File: config.mk
export PLATFORM = sky130hd
export DESIGN_NAME = alu_out_stage_flat
export DESIGN_NICKNAME = d
export VERILOG_FILES = /design/src/rtl/alu_pkg.sv /design/src/rtl/alu_out_stage_if.sv /design/src/rtl/pipe_skid2.sv /design/src/rtl/alu_out_stage.sv /design/src/flat_wrapper.sv
export SDC_FILE = /design/constraint.sdc
export NUM_CORES = 1
export LEC_CHECK = 0
export ABC_AREA = 1
export ABC_CLOCK_PERIOD_IN_PS = 3050
export BUFFER_PORTS_ARGS = -buffer_cell sky130_fd_sc_hd__buf_2
export CAP_MARGIN = 20
export CORE_MARGIN = 5
export CORE_UTILIZATION = 40
export DETAILED_ROUTE_END_ITERATION = 10
export HOLD_SLACK_MARGIN = 0.08
export PLACE_DENSITY = 0.65
export SLEW_MARGIN = 10
export SYNTH_ARGS = -nofsm -noshare
export SYNTH_HDL_FRONTEND = slang
export SYNTH_SLANG_ARGS = --single-unit
File: constraint.sdc
create_clock -name clk -period 3.05 [get_ports clk]
set_input_delay 0.305 -clock clk [delete_from_list [all_inputs] [get_ports clk]]
set_output_delay 0.305 -clock clk [all_outputs]
set_load 0.1 [all_outputs]
File: src/rtl/alu_pkg.sv
// Shared definitions for the ALU output stage: default widths, branch-type
// encodings, the buffered entry layout and the skid-buffer occupancy states.
package alu_pkg;

  localparam int DATA_W = 32;
  localparam int REG_W  = 5;

  localparam logic [1:0] BR_NONE = 2'b00;
  localparam logic [1:0] BR_EQ   = 2'b01;
  localparam logic [1:0] BR_NE   = 2'b10;

  typedef struct packed {
    logic [DATA_W-1:0] result;
    logic [REG_W-1:0]  rd;
    logic              reg_write;
  } entry_t;

  typedef enum logic [1:0] {
    EMPTY = 2'd0,
    ONE   = 2'd1,
    TWO   = 2'd2
  } occ_state_t;

endpackage

File: src/rtl/alu_out_stage_if.sv
// Bundle of the ALU-side input, write-back-side output and redirect signals.
// Forwarding signals exist only when ALU_OUT_FWD_EN is defined.
//
// Handshake: a transfer happens on a rising edge where valid & ready are both
// high; valid and its payload hold until that edge, ready may change freely.
interface alu_out_stage_if #(
  parameter int DATA_W = 32,
  parameter int REG_W  = 5
);
  logic              in_valid;
  logic              in_ready;
  logic [DATA_W-1:0] alu_result;
  logic              alu_flag;
  logic [REG_W-1:0]  in_rd;
  logic              in_reg_write;
  logic [1:0]        in_br_type;
  logic [DATA_W-1:0] in_br_target;

  logic              out_valid;
  logic              out_ready;
  logic [DATA_W-1:0] out_result;
  logic [REG_W-1:0]  out_rd;
  logic              out_reg_write;

  logic              redirect;
  logic [DATA_W-1:0] redirect_pc;

`ifdef ALU_OUT_FWD_EN
  logic              fwd_valid;
  logic [REG_W-1:0]  fwd_rd;
  logic [DATA_W-1:0] fwd_result;

  modport master (
    output in_valid, alu_result, alu_flag, in_rd, in_reg_write, in_br_type, in_br_target,
    output out_ready,
    input  in_ready, out_valid, out_result, out_rd, out_reg_write,
    input  redirect, redirect_pc, fwd_valid, fwd_rd, fwd_result
  );

  modport slave (
    input  in_valid, alu_result, alu_flag, in_rd, in_reg_write, in_br_type, in_br_target,
    input  out_ready,
    output in_ready, out_valid, out_result, out_rd, out_reg_write,
    output redirect, redirect_pc, fwd_valid, fwd_rd, fwd_result
  );
`else
  modport master (
    output in_valid, alu_result, alu_flag, in_rd, in_reg_write, in_br_type, in_br_target,
    output out_ready,
    input  in_ready, out_valid, out_result, out_rd, out_reg_write,
    input  redirect, redirect_pc
  );

  modport slave (
    input  in_valid, alu_result, alu_flag, in_rd, in_reg_write, in_br_type, in_br_target,
    input  out_ready,
    output in_ready, out_valid, out_result, out_rd, out_reg_write,
    output redirect, redirect_pc
  );
`endif

endinterface

File: src/rtl/pipe_skid2.sv
// Generic 2-entry skid buffer. in_ready is registered, so the upstream side
// never sees a combinational path from out_ready.
module pipe_skid2
  import alu_pkg::*;
#(
  parameter int W = 8
) (
  input  logic         clk,
  input  logic         rst_n,
  input  logic         in_valid,
  output logic         in_ready,
  input  logic [W-1:0] in_data,
  output logic         out_valid,
  input  logic         out_ready,
  output logic [W-1:0] out_data,
  output logic [W-1:0] skid_data,
  output occ_state_t   state
);

  occ_state_t   state_q, state_d;
  logic         in_ready_q;
  logic [W-1:0] head_q, skid_q;
  logic         accept, rel;
  logic         load_head, load_skid, head_from_skid;

  assign accept    = in_valid & in_ready_q;
  assign out_valid = (state_q != EMPTY);
  assign rel       = out_valid & out_ready;

  always_comb begin
    state_d        = state_q;
    load_head      = 1'b0;
    load_skid      = 1'b0;
    head_from_skid = 1'b0;
    case (state_q)
      EMPTY: begin
        if (accept) begin
          state_d   = ONE;
          load_head = 1'b1;
        end
      end
      ONE: begin
        if (accept && !rel) begin
          state_d   = TWO;
          load_skid = 1'b1;
        end else if (!accept && rel) begin
          state_d = EMPTY;
        end else if (accept && rel) begin
          load_head = 1'b1;
        end
      end
      TWO: begin
        // in_ready is low here, so only a release can happen
        if (rel) begin
          state_d        = ONE;
          head_from_skid = 1'b1;
        end
      end
      default: state_d = EMPTY;
    endcase
  end

  always_ff @(posedge clk or negedge rst_n) begin
    if (!rst_n) begin
      state_q    <= EMPTY;
      in_ready_q <= 1'b1;
      head_q     <= '0;
    end else begin
      state_q    <= state_d;
      in_ready_q <= (state_d != TWO);
      if (load_head)           head_q <= in_data;
      else if (head_from_skid) head_q <= skid_q;
    end
  end

  // The skid payload is only meaningful in TWO, so it carries no reset.
  always_ff @(posedge clk) begin
    if (load_skid) skid_q <= in_data;
  end

  assign in_ready  = in_ready_q;
  assign out_data  = head_q;
  assign skid_data = skid_q;
  assign state     = state_q;

endmodule

File: src/rtl/alu_out_stage.sv
// Registered output stage after the ALU: buffers results for write-back and
// resolves BEQ/BNE into a one-cycle redirect. ALU_OUT_FWD_EN adds forwarding.
module alu_out_stage
  import alu_pkg::*;
#(
  parameter int DATA_W = alu_pkg::DATA_W,
  parameter int REG_W  = alu_pkg::REG_W
) (
  input  logic       clk,
  input  logic       rst_n,
  alu_out_stage_if.slave bus,
  output occ_state_t dbg_state
);

  localparam int ENTRY_W = DATA_W + REG_W + 1;

  logic               is_branch, taken, wr_en, accept;
  logic [ENTRY_W-1:0] in_entry, head_entry, skid_entry;
  logic               redirect_q;
  logic [DATA_W-1:0]  redirect_pc_q;

  assign is_branch = (bus.in_br_type == BR_EQ) || (bus.in_br_type == BR_NE);
  assign taken     = ((bus.in_br_type == BR_EQ) &&  bus.alu_flag) ||
                     ((bus.in_br_type == BR_NE) && !bus.alu_flag);
  // Branches and x0 writes are still enqueued, just never write back.
  assign wr_en     = bus.in_reg_write && (bus.in_rd != '0) && !is_branch;
  assign in_entry  = {bus.alu_result, bus.in_rd, wr_en};
  assign accept    = bus.in_valid & bus.in_ready;

  pipe_skid2 #(.W(ENTRY_W)) u_skid (
    .clk       (clk),
    .rst_n     (rst_n),
    .in_valid  (bus.in_valid),
    .in_ready  (bus.in_ready),
    .in_data   (in_entry),
    .out_valid (bus.out_valid),
    .out_ready (bus.out_ready),
    .out_data  (head_entry),
    .skid_data (skid_entry),
    .state     (dbg_state)
  );

  assign bus.out_result    = head_entry[ENTRY_W-1 -: DATA_W];
  assign bus.out_rd        = head_entry[REG_W:1];
  assign bus.out_reg_write = head_entry[0];

  always_ff @(posedge clk or negedge rst_n) begin
    if (!rst_n) begin
      redirect_q    <= 1'b0;
      redirect_pc_q <= '0;
    end else begin
      redirect_q <= accept & taken;
      if (accept && taken) redirect_pc_q <= bus.in_br_target;
    end
  end

  assign bus.redirect    = redirect_q;
  assign bus.redirect_pc = redirect_pc_q;

`ifdef ALU_OUT_FWD_EN
  logic [ENTRY_W-1:0] young_entry;

  // The youngest buffered entry is the one a dependent instruction needs.
  assign young_entry    = (dbg_state == TWO) ? skid_entry : head_entry;
  assign bus.fwd_valid  = (dbg_state != EMPTY) & young_entry[0];
  assign bus.fwd_rd     = young_entry[REG_W:1];
  assign bus.fwd_result = young_entry[ENTRY_W-1 -: DATA_W];
`else
  logic unused_skid;
  assign unused_skid = ^skid_entry;
`endif

endmodule

File: src/flat_wrapper.sv
// flat-port wrapper written by rule: the top's interface ports become plain ports
module alu_out_stage_flat import alu_pkg::*;
#(
  parameter int DATA_W = alu_pkg::DATA_W,
  parameter int REG_W  = alu_pkg::REG_W
)
  (clk, rst_n, dbg_state, bus_in_valid, bus_alu_result, bus_alu_flag, bus_in_rd, bus_in_reg_write, bus_in_br_type, bus_in_br_target, bus_out_ready, bus_in_ready, bus_out_valid, bus_out_result, bus_out_rd, bus_out_reg_write, bus_redirect, bus_redirect_pc);
  alu_out_stage_if #(.DATA_W(DATA_W), .REG_W(REG_W)) bus_i ();
  input  logic clk;
  input  logic rst_n;
  output occ_state_t dbg_state;
  input wire logic [$bits(bus_i.in_valid)-1:0] bus_in_valid;
  input wire logic [$bits(bus_i.alu_result)-1:0] bus_alu_result;
  input wire logic [$bits(bus_i.alu_flag)-1:0] bus_alu_flag;
  input wire logic [$bits(bus_i.in_rd)-1:0] bus_in_rd;
  input wire logic [$bits(bus_i.in_reg_write)-1:0] bus_in_reg_write;
  input wire logic [$bits(bus_i.in_br_type)-1:0] bus_in_br_type;
  input wire logic [$bits(bus_i.in_br_target)-1:0] bus_in_br_target;
  input wire logic [$bits(bus_i.out_ready)-1:0] bus_out_ready;
  output wire logic [$bits(bus_i.in_ready)-1:0] bus_in_ready;
  output wire logic [$bits(bus_i.out_valid)-1:0] bus_out_valid;
  output wire logic [$bits(bus_i.out_result)-1:0] bus_out_result;
  output wire logic [$bits(bus_i.out_rd)-1:0] bus_out_rd;
  output wire logic [$bits(bus_i.out_reg_write)-1:0] bus_out_reg_write;
  output wire logic [$bits(bus_i.redirect)-1:0] bus_redirect;
  output wire logic [$bits(bus_i.redirect_pc)-1:0] bus_redirect_pc;
  assign bus_i.in_valid = bus_in_valid;
  assign bus_i.alu_result = bus_alu_result;
  assign bus_i.alu_flag = bus_alu_flag;
  assign bus_i.in_rd = bus_in_rd;
  assign bus_i.in_reg_write = bus_in_reg_write;
  assign bus_i.in_br_type = bus_in_br_type;
  assign bus_i.in_br_target = bus_in_br_target;
  assign bus_i.out_ready = bus_out_ready;
  assign bus_in_ready = bus_i.in_ready;
  assign bus_out_valid = bus_i.out_valid;
  assign bus_out_result = bus_i.out_result;
  assign bus_out_rd = bus_i.out_rd;
  assign bus_out_reg_write = bus_i.out_reg_write;
  assign bus_redirect = bus_i.redirect;
  assign bus_redirect_pc = bus_i.redirect_pc;
  alu_out_stage #(.DATA_W(DATA_W), .REG_W(REG_W)) u_core (.clk(clk), .rst_n(rst_n), .bus(bus_i), .dbg_state(dbg_state));
endmodule
==> results.md <==
- Final wirelength: 11000 um
- Largest net degree at the start of global routing: 75
- Number of antenna diodes: 0
- TritonCTS Buffers: 9
- Fmax: 472 MHz
- Setup TNS: 0 ns
- Vias/cell: 4.57
- Clock Latency Late Sink: 0.35 ns
- First-pass GRT wire length: 18300 um
- Seq/Total Area, Yosys: 0.624
- Commonest non-fill, non-tap cell in the layout: nand2_1
- EDFF count, synth: 38
- Metal-1 WL: 4630 um
- Setup crit start kind: register
- Syn nets: 575
- Gpl congestion: 0.833
- Async S/R FF share, synth: 0.661
- Initial Util: 0.404
- Routed wire per std cell: 13.8 um
- Clk buf depth: 2
- CTS tree: done
- Area of the multi-input gates: 1430 sq um
- Slew headroom: 0.368
- Final Hold Viols: 0
- DIE WIDTH: 119 um
- Cell count after synthesis: 496
- Global-route usage over all layers: 0.161
- RSZ-0062 raised after global routing: false
- CP Data Arrival Time: 2.41 ns
- Worst-path fanout max: 33
- Met3 WL: 581 um
- FF-to-FF Start: u_core.u_skid.in_ready
- Die area: 14300 sq um
- Period utilization: 0.695
- Yosys cell types: 24
- Count of hold buffers inserted by post-cts repair: 0
- #FFs+latches synth: 112
- Post-Syn Area: 4800 sq um
- Antenna violations before repair: 0
- Row Count: 40
- Worst setup path startpoint: u_core.u_skid.in_ready
- Root buffer cell: clkbuf_16
- Worst Hold Class: input port to asynchronous set/reset pin
- H-Tree Depth: 3
- Max-cap violation count: 0
- DRC: 0
- Most frequent cells in the layout: nand2_1 (205), buf_2 (150), dfrtp_1 (73), inv_1 (50), nand2_2 (47)
- Register clock-pin slew on the reported worst setup and hold paths: 0.07 ns
- Resized cells post-CTS: 0
- Crit path kind: register to register
- Input/output buffers: 151
- Final setup skew: 0.00743 ns
- Number of synthesis warnings: 0
- Nature of the critical path endpoint: register
- Total core area: 11900 sq um
- Post-CTS setup buffer count: 0
- DR vias: 3633
- Req. time, crit path: 3.34 ns
- First-pass iteration count of the detailed router: 4
- Status: finished, final reports clean
- Synthesis-to-finish area growth: 22.5%
- Vias in the first global route: 3685
- Top FF cell, synth: dfrtp_1
- Tmin final: 2.12 ns
- Uppermost layer routed: met4
- Iteration-0 DRC Markers: 162
- Synth Area per Inst: 9.67 sq um
- Register area: 2990 sq um
- Final setup viols: 0
- Layout cells sized above 1: 0.353
- Clk sinks: 112
- GRT overflow: 0
- Met2 Wirelength: 5470 um
- Ports: 152
- Detailed placement HPWL: 7660 um
- # fillers: 1171
- Routed Antenna Nets: 0
- Chip height: 119 um
- Worst-Margin Slew: 0.948 ns
- Fin. max-slew vios: 0
- Final nets: 722
-- cells by family after synthesis --
family                   share of synthesized area
AND/OR/NAND/NOR                              0.288
flip-flops                                   0.624
buffers and inverters                       0.0790
AO/OA/AOI/OAI                              0.00313
adder cells (fa/ha/maj)                    0.00522
-- sequential cells by signal (all words and copies together), names as in the netlist --
| signal | flops |
|---|---|
| u_core.u_skid.out_data | 38 |
| u_core.u_skid.skid_data | 38 |
| u_core.bus.redirect_pc | 32 |
| u_core.u_skid.state | 2 |
| u_core.u_skid.in_ready | 1 |
| u_core.bus.redirect | 1 |
-- metrics by stage --
| step | hold WS, ns | area [sq um] | cells | utilization | setup WS, ns |
|---|---|---|---|---|---|
| floorplan | 0.00941 | 4800 | 496 | - | 0.195 |
| global placement | 0.449 | 5600 | 779 | 0.472 | 1.02 |
| detailed placement | 0.453 | 5600 | 779 | 0.472 | 0.922 |
| CTS | 0.126 | 5870 | 795 | 0.495 | 0.905 |
| global route | 0.124 | 5870 | 795 | 0.495 | 0.690 |
| finish | 0.106 | 5870 | 795 | 0.495 | 0.930 |
-- critical path: stages, from the launching register on --
cell	delay, ns
dfstp_2	0.55
nand2_1	0.10
nor2_1	0.15
o21ai_2	0.06
buf_4	0.24
inv_1	0.71
nand2_1	0.15
nand2_1	0.11
-- Yosys cell counts, types with 2 or more instances --
cell type,number,area [sq um]
buf_12,3,60.1
buf_2,3,15.0
buf_4,7,52.6
buf_6,3,33.8
clkbuf_1,3,11.3
dfrtp_1,73,1830
edfxtp_1,38,1140
ha_1,2,25.0
inv_1,50,188
inv_2,2,7.51
nand2_1,205,769
nand2_2,47,294
nand3_1,42,210
nand4_1,3,18.8
nor2_1,5,18.8
nor2_2,2,12.5
-- routing by layer --
layer  up-vias  GRT usage
met5         -          0
met4         0     0.0730
met3        17     0.0401
met2        90      0.261
met1      1706      0.204
li1       1820          -
-- final timing paths --
kind                                                    to  slack (ns)  depth (start not counted)
worst max-delay path             u_core.bus.redirect_pc[6]        0.93                          7
worst min-delay path            u_core.u_skid.out_data[22]        0.11                          1
worst max register to register   u_core.bus.redirect_pc[6]        0.93                          7
worst min register to register  u_core.u_skid.out_data[16]        0.47                          2
max in group asynchronous           u_core.u_skid.state[1]        2.34                          1
min in group clk                 u_core.bus.redirect_pc[0]        0.14                          3
-- layout make-up --
cell class / instances / share of cell area
clock inverters: 7 / 0.00788
repair buffers: 155 / 0.134
inverters: 53 / 0.0351
clock buffers: 9 / 0.0383
multi-input cells: 312 / 0.243
flip-flops and latches: 112 / 0.510
well taps: 147 / 0.0313
Power is left out: the tool's default activity adds up to more than one toggle a clock period on the data nets, which glitch-free logic cannot reach.
